### config.mk
export PLATFORM = sky130hd
export DESIGN_NAME = pcieifc_sync_fifo_ctrl_flat
export DESIGN_NICKNAME = d
export VERILOG_FILES = /design/src/rtl/pcieifc_fifo_pkg.sv /design/src/rtl/pcieifc_sync_fifo_ctrl_if.sv /design/src/rtl/pcieifc_fifo_ptr.sv /design/src/rtl/pcieifc_sync_fifo_ctrl.sv /design/src/flat_wrapper.sv
export SDC_FILE = /design/constraint.sdc
export NUM_CORES = 1
export LEC_CHECK = 0
export CAP_MARGIN = 10
export CORE_MARGIN = 3
export CORE_UTILIZATION = 42
export DETAILED_ROUTE_END_ITERATION = 8
export HOLD_SLACK_MARGIN = 0.08
export PLACE_DENSITY_LB_ADDON = 0.12
export SYNTH_ARGS = -nofsm -noshare
export SYNTH_HDL_FRONTEND = slang
export SYNTH_SLANG_ARGS = --single-unit
### constraint.sdc
create_clock -name clk -period 3.44 [get_ports clk]
set_clock_uncertainty 0.2 [all_clocks]
set_input_delay 0.516 -clock clk [delete_from_list [all_inputs] [get_ports clk]]
set_output_delay 0.516 -clock clk [all_outputs]
set_load 0.01 [all_outputs]
### src/rtl/pcieifc_fifo_pkg.sv
// pcieifc_fifo_pkg
// Shared sizing helpers for the pcieifc FIFO controller slice.
//   clog2        - pointer width helper (bits needed to index a given depth)
//   count_width  - occupancy counter width for a given memory address width
// No ports; imported by the interface, the pointer sub-module and the top.
package pcieifc_fifo_pkg;

   // Ceiling log2, usable in constant expressions for parameter math.
   function automatic int clog2(input int value);
      int result;
      int v;
      result = 0;
      v = value - 1;
      while (v > 0) begin
         result = result + 1;
         v = v >> 1;
      end
      return result;
   endfunction

   // Occupancy spans 0..DEPTH+1, which always fits in ADDRSIZE+1 bits for ADDRSIZE >= 1.
   function automatic int count_width(input int addrsize);
      return addrsize + 1;
   endfunction

   localparam int DEFAULT_ADDRSIZE = 4;
   localparam int DEFAULT_CNT_W    = count_width(DEFAULT_ADDRSIZE);

endpackage

### src/rtl/pcieifc_sync_fifo_ctrl_if.sv
// pcieifc_sync_fifo_ctrl_if
// Producer/consumer side of the FWFT FIFO controller.
//   master : the PCIe-side producer and the downstream consumer (drive requests)
//   slave  : the FIFO controller (drives data, status flags and occupancy)
// Signals: flush, wr_en, wr_data, dout_ready (requests); full, almost_full,
// overflow, dout, dout_valid, empty, almost_empty, count (status/data).
interface pcieifc_sync_fifo_ctrl_if
   import pcieifc_fifo_pkg::*;
#(
   parameter int DATASIZE = 8,
   parameter int ADDRSIZE = 4
);

   logic                             flush;
   logic                             wr_en;
   logic [DATASIZE-1:0]              wr_data;
   logic                             full;
   logic                             almost_full;
   logic                             overflow;
   logic [DATASIZE-1:0]              dout;
   logic                             dout_valid;
   logic                             dout_ready;
   logic                             empty;
   logic                             almost_empty;
   logic [count_width(ADDRSIZE)-1:0] count;

   modport master (
      output flush, wr_en, wr_data, dout_ready,
      input  full, almost_full, overflow, dout, dout_valid, empty, almost_empty, count
   );

   modport slave (
      input  flush, wr_en, wr_data, dout_ready,
      output full, almost_full, overflow, dout, dout_valid, empty, almost_empty, count
   );

endinterface

### src/rtl/pcieifc_fifo_ptr.sv
// pcieifc_fifo_ptr
// One FIFO pointer with a wrap bit in the MSB. Used once for the write
// pointer and once for the read pointer.
//   clk  - clock
//   rst  - synchronous active-high reset (pointer to 0)
//   clr  - synchronous flush (pointer to 0)
//   inc  - advance the pointer by one
//   ptr  - current pointer value, PTR_W bits
module pcieifc_fifo_ptr
   import pcieifc_fifo_pkg::*;
#(
   parameter int PTR_W = 5
) (
   input  logic             clk,
   input  logic             rst,
   input  logic             clr,
   input  logic             inc,
   output logic [PTR_W-1:0] ptr
);

   // Natural binary roll-over gives the seamless lower-bit wrap and MSB toggle.
   always_ff @(posedge clk) begin
      if (rst || clr) begin
         ptr <= '0;
      end else if (inc) begin
         ptr <= ptr + 1'b1;
      end
   end

endmodule

### src/rtl/pcieifc_sync_fifo_ctrl.sv
// pcieifc_sync_fifo_ctrl
// First-word-fall-through controller around an external pcieifc FIFO memory
// (registered write port, combinational read mux). Owns the pointers, the
// status flags and a one-entry registered output stage, so total capacity is
// DEPTH in memory plus one held at dout.
//   clk, rst        - single clock, synchronous active-high reset
//   bus (slave)     - producer/consumer handshake, flags and occupancy
//   mem_wdata/waddr/wclken/wfull - memory write port
//   mem_raddr/mem_rdata          - memory read mux (rdata combinational in raddr)
// The memory's wrst_n is tied to ~rst at the level above this block.
module pcieifc_sync_fifo_ctrl
   import pcieifc_fifo_pkg::*;
#(
   parameter int DATASIZE      = 8,
   parameter int ADDRSIZE      = 4,
   parameter int AFULL_THRESH  = 12,
   parameter int AEMPTY_THRESH = 2
) (
   input  logic                     clk,
   input  logic                     rst,
   pcieifc_sync_fifo_ctrl_if.slave  bus,
   output logic [DATASIZE-1:0]      mem_wdata,
   output logic [ADDRSIZE-1:0]      mem_waddr,
   output logic [ADDRSIZE-1:0]      mem_raddr,
   output logic                     mem_wclken,
   output logic                     mem_wfull,
   input  logic [DATASIZE-1:0]      mem_rdata
);

   localparam int DEPTH = 1 << ADDRSIZE;
   localparam int PTR_W = clog2(DEPTH) + 1;
   localparam int CNT_W = count_width(ADDRSIZE);

   localparam logic [PTR_W-1:0] DEPTH_P  = PTR_W'(DEPTH);
   localparam logic [PTR_W-1:0] AFULL_P  = PTR_W'(AFULL_THRESH);
   localparam logic [CNT_W-1:0] AEMPTY_C = CNT_W'(AEMPTY_THRESH);

   logic [PTR_W-1:0]    wptr;
   logic [PTR_W-1:0]    rptr;
   logic [PTR_W-1:0]    mem_count;
   logic                mem_empty;
   logic                full;
   logic                wr_accept;
   logic                load;
   logic [DATASIZE-1:0] dout_q;
   logic                dout_valid_q;
   logic                overflow_q;

   // Modulo subtraction of wrap-bit pointers yields 0..DEPTH directly.
   assign mem_count = wptr - rptr;
   assign mem_empty = (wptr == rptr);
   assign full      = (mem_count == DEPTH_P);

   // full is judged on the pre-edge state, so a pop in the same cycle does
   // not open a slot for a write that arrives while full.
   assign wr_accept = bus.wr_en & ~full & ~bus.flush;

   // Refill the output stage whenever it is empty or being consumed.
   assign load = ~mem_empty & (~dout_valid_q | bus.dout_ready) & ~bus.flush;

   assign mem_wclken = wr_accept;
   assign mem_waddr  = wptr[ADDRSIZE-1:0];
   assign mem_wdata  = bus.wr_data;
   assign mem_wfull  = full;
   assign mem_raddr  = rptr[ADDRSIZE-1:0];

   pcieifc_fifo_ptr #(.PTR_W(PTR_W)) u_wptr (
      .clk (clk),
      .rst (rst),
      .clr (bus.flush),
      .inc (wr_accept),
      .ptr (wptr)
   );

   pcieifc_fifo_ptr #(.PTR_W(PTR_W)) u_rptr (
      .clk (clk),
      .rst (rst),
      .clr (bus.flush),
      .inc (load),
      .ptr (rptr)
   );

   // Output stage and sticky overflow. Flush discards the held word as well
   // as anything in memory; memory contents themselves are left stale.
   always_ff @(posedge clk) begin
      if (rst || bus.flush) begin
         dout_q       <= '0;
         dout_valid_q <= 1'b0;
         overflow_q   <= 1'b0;
      end else begin
         if (load) begin
            dout_q       <= mem_rdata;
            dout_valid_q <= 1'b1;
         end else if (bus.dout_ready && dout_valid_q) begin
            dout_valid_q <= 1'b0;
         end
         if (bus.wr_en && full) begin
            overflow_q <= 1'b1;
         end
      end
   end

   assign bus.full         = full;
   assign bus.almost_full  = (mem_count >= AFULL_P);
   assign bus.overflow     = overflow_q;
   assign bus.dout         = dout_q;
   assign bus.dout_valid   = dout_valid_q;
   assign bus.empty        = ~dout_valid_q;
   assign bus.count        = CNT_W'(mem_count) + CNT_W'(dout_valid_q);
   assign bus.almost_empty = (bus.count <= AEMPTY_C);

endmodule

### src/flat_wrapper.sv
// flat-port wrapper written by rule: the top's interface ports become plain ports
module pcieifc_sync_fifo_ctrl_flat import pcieifc_fifo_pkg::*;
#(
   parameter int DATASIZE      = 8,
   parameter int ADDRSIZE      = 4,
   parameter int AFULL_THRESH  = 12,
   parameter int AEMPTY_THRESH = 2
)
  (clk, rst, mem_wdata, mem_waddr, mem_raddr, mem_wclken, mem_wfull, mem_rdata, bus_flush, bus_wr_en, bus_wr_data, bus_dout_ready, bus_full, bus_almost_full, bus_overflow, bus_dout, bus_dout_valid, bus_empty, bus_almost_empty, bus_count);
  pcieifc_sync_fifo_ctrl_if #(.DATASIZE(DATASIZE), .ADDRSIZE(ADDRSIZE)) bus_i ();
  input  logic clk;
  input  logic rst;
  output logic [DATASIZE-1:0] mem_wdata;
  output logic [ADDRSIZE-1:0] mem_waddr;
  output logic [ADDRSIZE-1:0] mem_raddr;
  output logic mem_wclken;
  output logic mem_wfull;
  input  logic [DATASIZE-1:0] mem_rdata;
  input wire logic [$bits(bus_i.flush)-1:0] bus_flush;
  input wire logic [$bits(bus_i.wr_en)-1:0] bus_wr_en;
  input wire logic [$bits(bus_i.wr_data)-1:0] bus_wr_data;
  input wire logic [$bits(bus_i.dout_ready)-1:0] bus_dout_ready;
  output wire logic [$bits(bus_i.full)-1:0] bus_full;
  output wire logic [$bits(bus_i.almost_full)-1:0] bus_almost_full;
  output wire logic [$bits(bus_i.overflow)-1:0] bus_overflow;
  output wire logic [$bits(bus_i.dout)-1:0] bus_dout;
  output wire logic [$bits(bus_i.dout_valid)-1:0] bus_dout_valid;
  output wire logic [$bits(bus_i.empty)-1:0] bus_empty;
  output wire logic [$bits(bus_i.almost_empty)-1:0] bus_almost_empty;
  output wire logic [$bits(bus_i.count)-1:0] bus_count;
  assign bus_i.flush = bus_flush;
  assign bus_i.wr_en = bus_wr_en;
  assign bus_i.wr_data = bus_wr_data;
  assign bus_i.dout_ready = bus_dout_ready;
  assign bus_full = bus_i.full;
  assign bus_almost_full = bus_i.almost_full;
  assign bus_overflow = bus_i.overflow;
  assign bus_dout = bus_i.dout;
  assign bus_dout_valid = bus_i.dout_valid;
  assign bus_empty = bus_i.empty;
  assign bus_almost_empty = bus_i.almost_empty;
  assign bus_count = bus_i.count;
  pcieifc_sync_fifo_ctrl #(.DATASIZE(DATASIZE), .ADDRSIZE(ADDRSIZE), .AFULL_THRESH(AFULL_THRESH), .AEMPTY_THRESH(AEMPTY_THRESH)) u_core (.clk(clk), .rst(rst), .bus(bus_i), .mem_wdata(mem_wdata), .mem_waddr(mem_waddr), .mem_raddr(mem_raddr), .mem_wclken(mem_wclken), .mem_wfull(mem_wfull), .mem_rdata(mem_rdata));
endmodule
* Word-level counts from Yosys, hierarchy flattened
Cells that the tools add are included.
Operators by class: $add $sub $neg 4, multiply operators 0, div/mod/pow operators 0, $lt $le $gt $ge 2, equal/unequal tests 2, shift operators 0, multiplexer cells 2, bitwise logic cells 9, reductions and logical operators 4
Operators with widths (count):
- 5-bit by 1-bit adder with 5-bit output (second input constant) | 2
- 5-bit by 1-bit adder with 5-bit output | 1
- 5-bit equality test | 1
- 5-bit equality test (second input constant) | 1
- 5-bit by 4-bit >= comparator with 1-bit output (second input constant) | 1
- 5-bit by 2-bit less-or-equal comparator with 1-bit output (second input constant) | 1
- 5-bit subtractor | 1
- 1-bit AND | 4
- 1-bit NOT | 4
- 1-bit logical AND | 2
- 1-bit 2-to-1 mux | 2
- 2-bit nonzero test | 1
- 1-bit logical OR | 1
- 1-bit bitwise OR | 1
Word-level totals: bits in registers 20, latch bits 0, RAM bits 0, ROM bits 0, bits of input ports 21, output and inout port bits 37, memories 0

* Depth between registers and ports, before layout
depth after elaboration 5, gate-level depth with buffers 10, gate-level depth less buffers 9

* Modules after synthesis
Synthesis repeated with hierarchy kept, for this count alone.
Second synthesis, totals: cells, all modules 136, area total of the unflattened synthesis 1249.9 µm²
Modules (own cells, without submodules):
- pcieifc_sync_fifo_ctrl | times used 1, cells an instance 90, area an instance 772.0 µm², seq. area each 200.2 µm²
- pcieifc_fifo_ptr | times used 2, cells an instance 23, area an instance 239.0 µm², seq. area each 100.1 µm²

* Least setup slack after synthesis
No wires, ideal clock.
kind reg-to-output, start point register u_core.u_rptr.ptr[0], end point output port mem_wfull, arrival 2236 ps, required time 2724 ps, path slack 488 ps, stages on the path, launching flop included 9, cell sequence dfxtp_1 > ha_1 > inv_1 > fa_1 > xor2_1 > or3_1 > a2111oi_4 > buf_6 > buf_4
Between the ends: longest elaborated chain between the ends 2
Ends and longest elaborated chain:
- start, declared | line pcieifc_fifo_ptr.sv:18 | output logic [PTR_W-1:0] ptr
- start signal, assigned | line pcieifc_fifo_ptr.sv:26 | ptr <= ptr + 1'b1;
- 5-bit subtractor | line pcieifc_sync_fifo_ctrl.sv:50 | assign mem_count = wptr - rptr;
- 5-bit equality test | line pcieifc_sync_fifo_ctrl.sv:52 | assign full = (mem_count == DEPTH_P);
- end, declared | line flat_wrapper.sv:17 | output logic mem_wfull;
Every way passes these cells.

* Final worst setup path
start point register u_core.u_wptr.ptr[0], end point output port bus_count[2]
Between the ends: longest elaborated chain between the ends 2
Ends and longest elaborated chain:
- start, declared | line pcieifc_fifo_ptr.sv:18
- start signal, assigned | line pcieifc_fifo_ptr.sv:26
- 5-bit subtractor | line pcieifc_sync_fifo_ctrl.sv:50
- 5-bit by 1-bit adder with 5-bit output | line pcieifc_sync_fifo_ctrl.sv:109 | assign bus.count = CNT_W'(mem_count) + CNT_W'(dout_valid_q);
- end, declared | line flat_wrapper.sv:30 | output wire logic [$bits(bus_i.count)-1:0] bus_count;
Every way passes these cells.

==> impl_metrics.env <==
export IMPL_status="complete, no violations"
export IMPL_synth_edf_count=0
export IMPL_crit_buf_inv=4
export IMPL_grt_pass1_wl_mm=4.478
export IMPL_io_buffers=41
export IMPL_cts_max_level=1
export IMPL_core_area_um2=2853
export IMPL_synth_nets=181
export IMPL_clockBufferDepth=2
export IMPL_initial_core_util_pct=45.57
export IMPL_antenna_left=0
export IMPL_crit_cells=8
export IMPL_setup_viol=0
export IMPL_period_share_pct=94.43
export IMPL_power_leakage_nw=0.7118
export IMPL_yosys_warnings=0
export IMPL_relSlewSlack_pct=70.78
export IMPL_wl_per_cell_um=13.06
export IMPL_endpoint="bus_count[2]"
export IMPL_cp_end_kind="output pin"
export IMPL_peakVddDrop_v=0.0002572
export IMPL_grt_pass1_vias=1048
export IMPL_die_w_um=61.64
export IMPL_fin_crit_ns=3.248
export IMPL_critPathLaunchType="flip-flop"
export IMPL_finalHoldViolCount=0
export IMPL_maxCapViolCount=0
export IMPL_cts_sinks=20
export IMPL_tns_ns=0
export IMPL_rsz0062_at_grt="false"
export IMPL_num_rows=19
export IMPL_critical_path_max_stage_delay_ns=0.55
export IMPL_path_delay_family="adder cells"
export IMPL_min_from="u_core.bus.overflow"
export IMPL_diodes=0
export IMPL_clk_pin_slew_ns=0.11
export IMPL_boundaryPins=58
export IMPL_vias=1116
export IMPL_post_place_cells=208
export IMPL_reg2reg_depth=12
export IMPL_rr_startpoint="u_core.u_wptr.ptr[0]"
export IMPL_ys_seq_elements=20
export IMPL_tritoncts="yes"
export IMPL_syn_to_final_growth_pct=32.53
export IMPL_tightest_slew_ns=0.4382
export IMPL_overflow=0
export IMPL_startpoint="u_core.u_wptr.ptr[0]"
export IMPL_cts_made_buffers=3
export IMPL_worstPathArrival_ns=2.53
export IMPL_gp_congestion=0.7509
export IMPL_grt_use_total_pct=16.00
export IMPL_cp_cell_sequence="inv_1 > ha_1 > inv_1 > fa_1 > buf_4 > ha_1 > xor2_1 > clkdlybuf4s50_1"
export IMPL_postSynthAreaPerCell_um2=8.609
export IMPL_fill_cells=267
export IMPL_nets=214
export IMPL_async_reset_ff_share_pct=0
export IMPL_critical_path_class="reg2out"
export IMPL_hold_path_class="reg2reg"
export IMPL_grt_max_degree=21
export IMPL_routed_wl_mm=2.794
export IMPL_antenna_found_initial=0
export IMPL_final_layout_size_suffix_gt1_share_pct=14.75
export IMPL_powerDensity_nw_per_um2=291.9
export IMPL_drt_iter0_markers=17
export IMPL_slowest_stage="clkdlybuf4s50_1"
export IMPL_drv_slew=0
export IMPL_stdcell_count=214
export IMPL_max_freq_ghz=0.3079
export IMPL_avgViaCountPerCell=5.215
export IMPL_die_y_um=61.64
export IMPL_postSynthCellCount=151
export IMPL_die_area_um2=3799
export IMPL_dpl_hpwl_mm=2.189
export IMPL_drc_errors=0
export IMPL_synth_flop_cell="dfxtp_1"
export IMPL_cts_root_buf="clkbuf_4"
export IMPL_dr_pass1_iters=4
export IMPL_crit_required_ns=2.72
export IMPL_path_max_fanout=4
export IMPL_r2r_slack_ns=0.77
export IMPL_yosysSeqAreaShare_pct=30.80
export IMPL_synth_cell_area_um2=1300
export IMPL_clock_latency_ns=0.31
export IMPL_yosysUniqueCellTypes=33
export IMPL_r2r_end="u_core.u_wptr.ptr[2]"
## cells by family after synthesis
kind of cell | after synthesis | share of synthesized area (%)
and+or+nand+nor | 52 | 20.12
buffers and inverters | 30 | 14.24
AOI/OAI and AO/OA | 22 | 12.61
DFF | 20 | 30.80
xor gates and xnor gates | 9 | 6.063
muxes | 9 | 6.930
adders and majority gates | 9 | 9.240
## registers in the layout (all words and copies together), names as in the netlist
| name | cells |
|---|---|
| u_core.bus.dout | 8 |
| u_core.bus.dout_valid | 1 |
| u_core.bus.overflow | 1 |
| u_core.u_rptr.ptr | 5 |
| u_core.u_wptr.ptr | 5 |
## cell usage in the layout, fill, tap and decap left out, types with 2 or more instances in the layout
cell type / count
clkdlybuf4s50_1: 36
nor2_1: 18
dfxtp_1: 16
inv_1: 9
nand2_1: 9
mux2i_1: 9
buf_4: 8
ha_1: 7
nand3_1: 6
o21ai_1: 6
xor2_1: 5
or3_1: 5
a21oi_1: 5
a21oi_2: 5
xnor2_1: 4
nand4_1: 4
dfxtp_2: 4
clkbuf_4: 3
dlygate4sd2_1: 3
a21o_1: 2
dlymetal6s2s_1: 2
## stage by stage
step | util (%) | hold WS [ns] | instance area, µm² | setup slack (ns) | total power [mW]
4_1_cts | 59.91 | 0.2951 | 1709 | 0.01930 | 0.5113
2_1_floorplan | - | 0.2892 | 1300 | 0.4880 | 0.2902
3_5_place_dp | 57.59 | 0.2633 | 1643 | 0.1046 | 0.3185
3_3_place_gp | 57.59 | 0.2611 | 1643 | 0.1777 | 0.3166
5_1_grt | 60.39 | 0.3436 | 1723 | 0.05629 | 0.5243
6_report | 60.39 | 0.2847 | 1723 | 0.1917 | 0.5030
## tightest hold or removal path, stage by stage (launching register included)
cell	delay, ns
dfxtp_1	0.34
a21oi_1	0.04
nor2_1	0.07
## repair_timing
action / CTS / global route
resized for setup: 5 / 6
endpoints found under the setup margin: 5 / 3
setup buffers: 2 / 0
hold buffers: 0 / 0
pin swaps: 1 / 1
## layout make-up
cell class	count	area, µm²	area share (%)
clock buffers	3	22.52	1.307
well taps	31	38.79	2.251
clock inverters	1	30.03	1.743
repair buffers	49	471.7	27.38
multi-input cells	101	720.7	41.83
flip-flops and latches	20	405.4	23.53
inverters	9	33.78	1.961
## layer usage
layer / vias to the layer above / wire length, µm / global-route usage [%]
li1: 567 / - / -
met1: 495 / 1207 / 18.08
met2: 41 / 1304 / 27.35
met3: 13 / 184 / 3.564
met4: 0 / 98 / 9.394
met5: - / 0 / 0
## Yosys cell counts (2+ instances only)
cell	count	area [µm²]
a21o_1	2	15.01
a21oi_1	5	25.02
a21oi_2	5	43.79
buf_4	17	127.6
clkbuf_1	2	7.510
dfxtp_1	20	400.4
ha_1	8	100.1
inv_1	9	33.78
mux2i_1	9	90.09
nand2_1	9	33.78
nand3_1	6	30.03
nand4_1	4	25.02
nor2_1	18	67.56
o21ai_1	7	35.03
or3_1	5	31.28
xnor2_1	4	35.03
xor2_1	5	43.79
## report_power, final
part,switching [mW],leakage [nW],internal (mW),total (mW)
registers,0.00190,0.163,0.234,0.236
logic,0.0341,0.520,0.0413,0.0754
clock network,0.0735,0.0279,0.118,0.191
## how the worst min path moves through the flow
stage          cells past startpoint  slack (ns)                   end
6_report                           2        0.28   u_core.bus.overflow
3_3_place_gp                       2        0.26   u_core.bus.overflow
2_1_floorplan                      2        0.29  u_core.u_wptr.ptr[4]
5_1_grt                            2        0.34    u_core.bus.dout[5]
4_1_cts                            2        0.30   u_core.bus.overflow
3_5_place_dp                       2        0.26   u_core.bus.overflow
No activity file was read; power rests on OpenSTA's default activity.
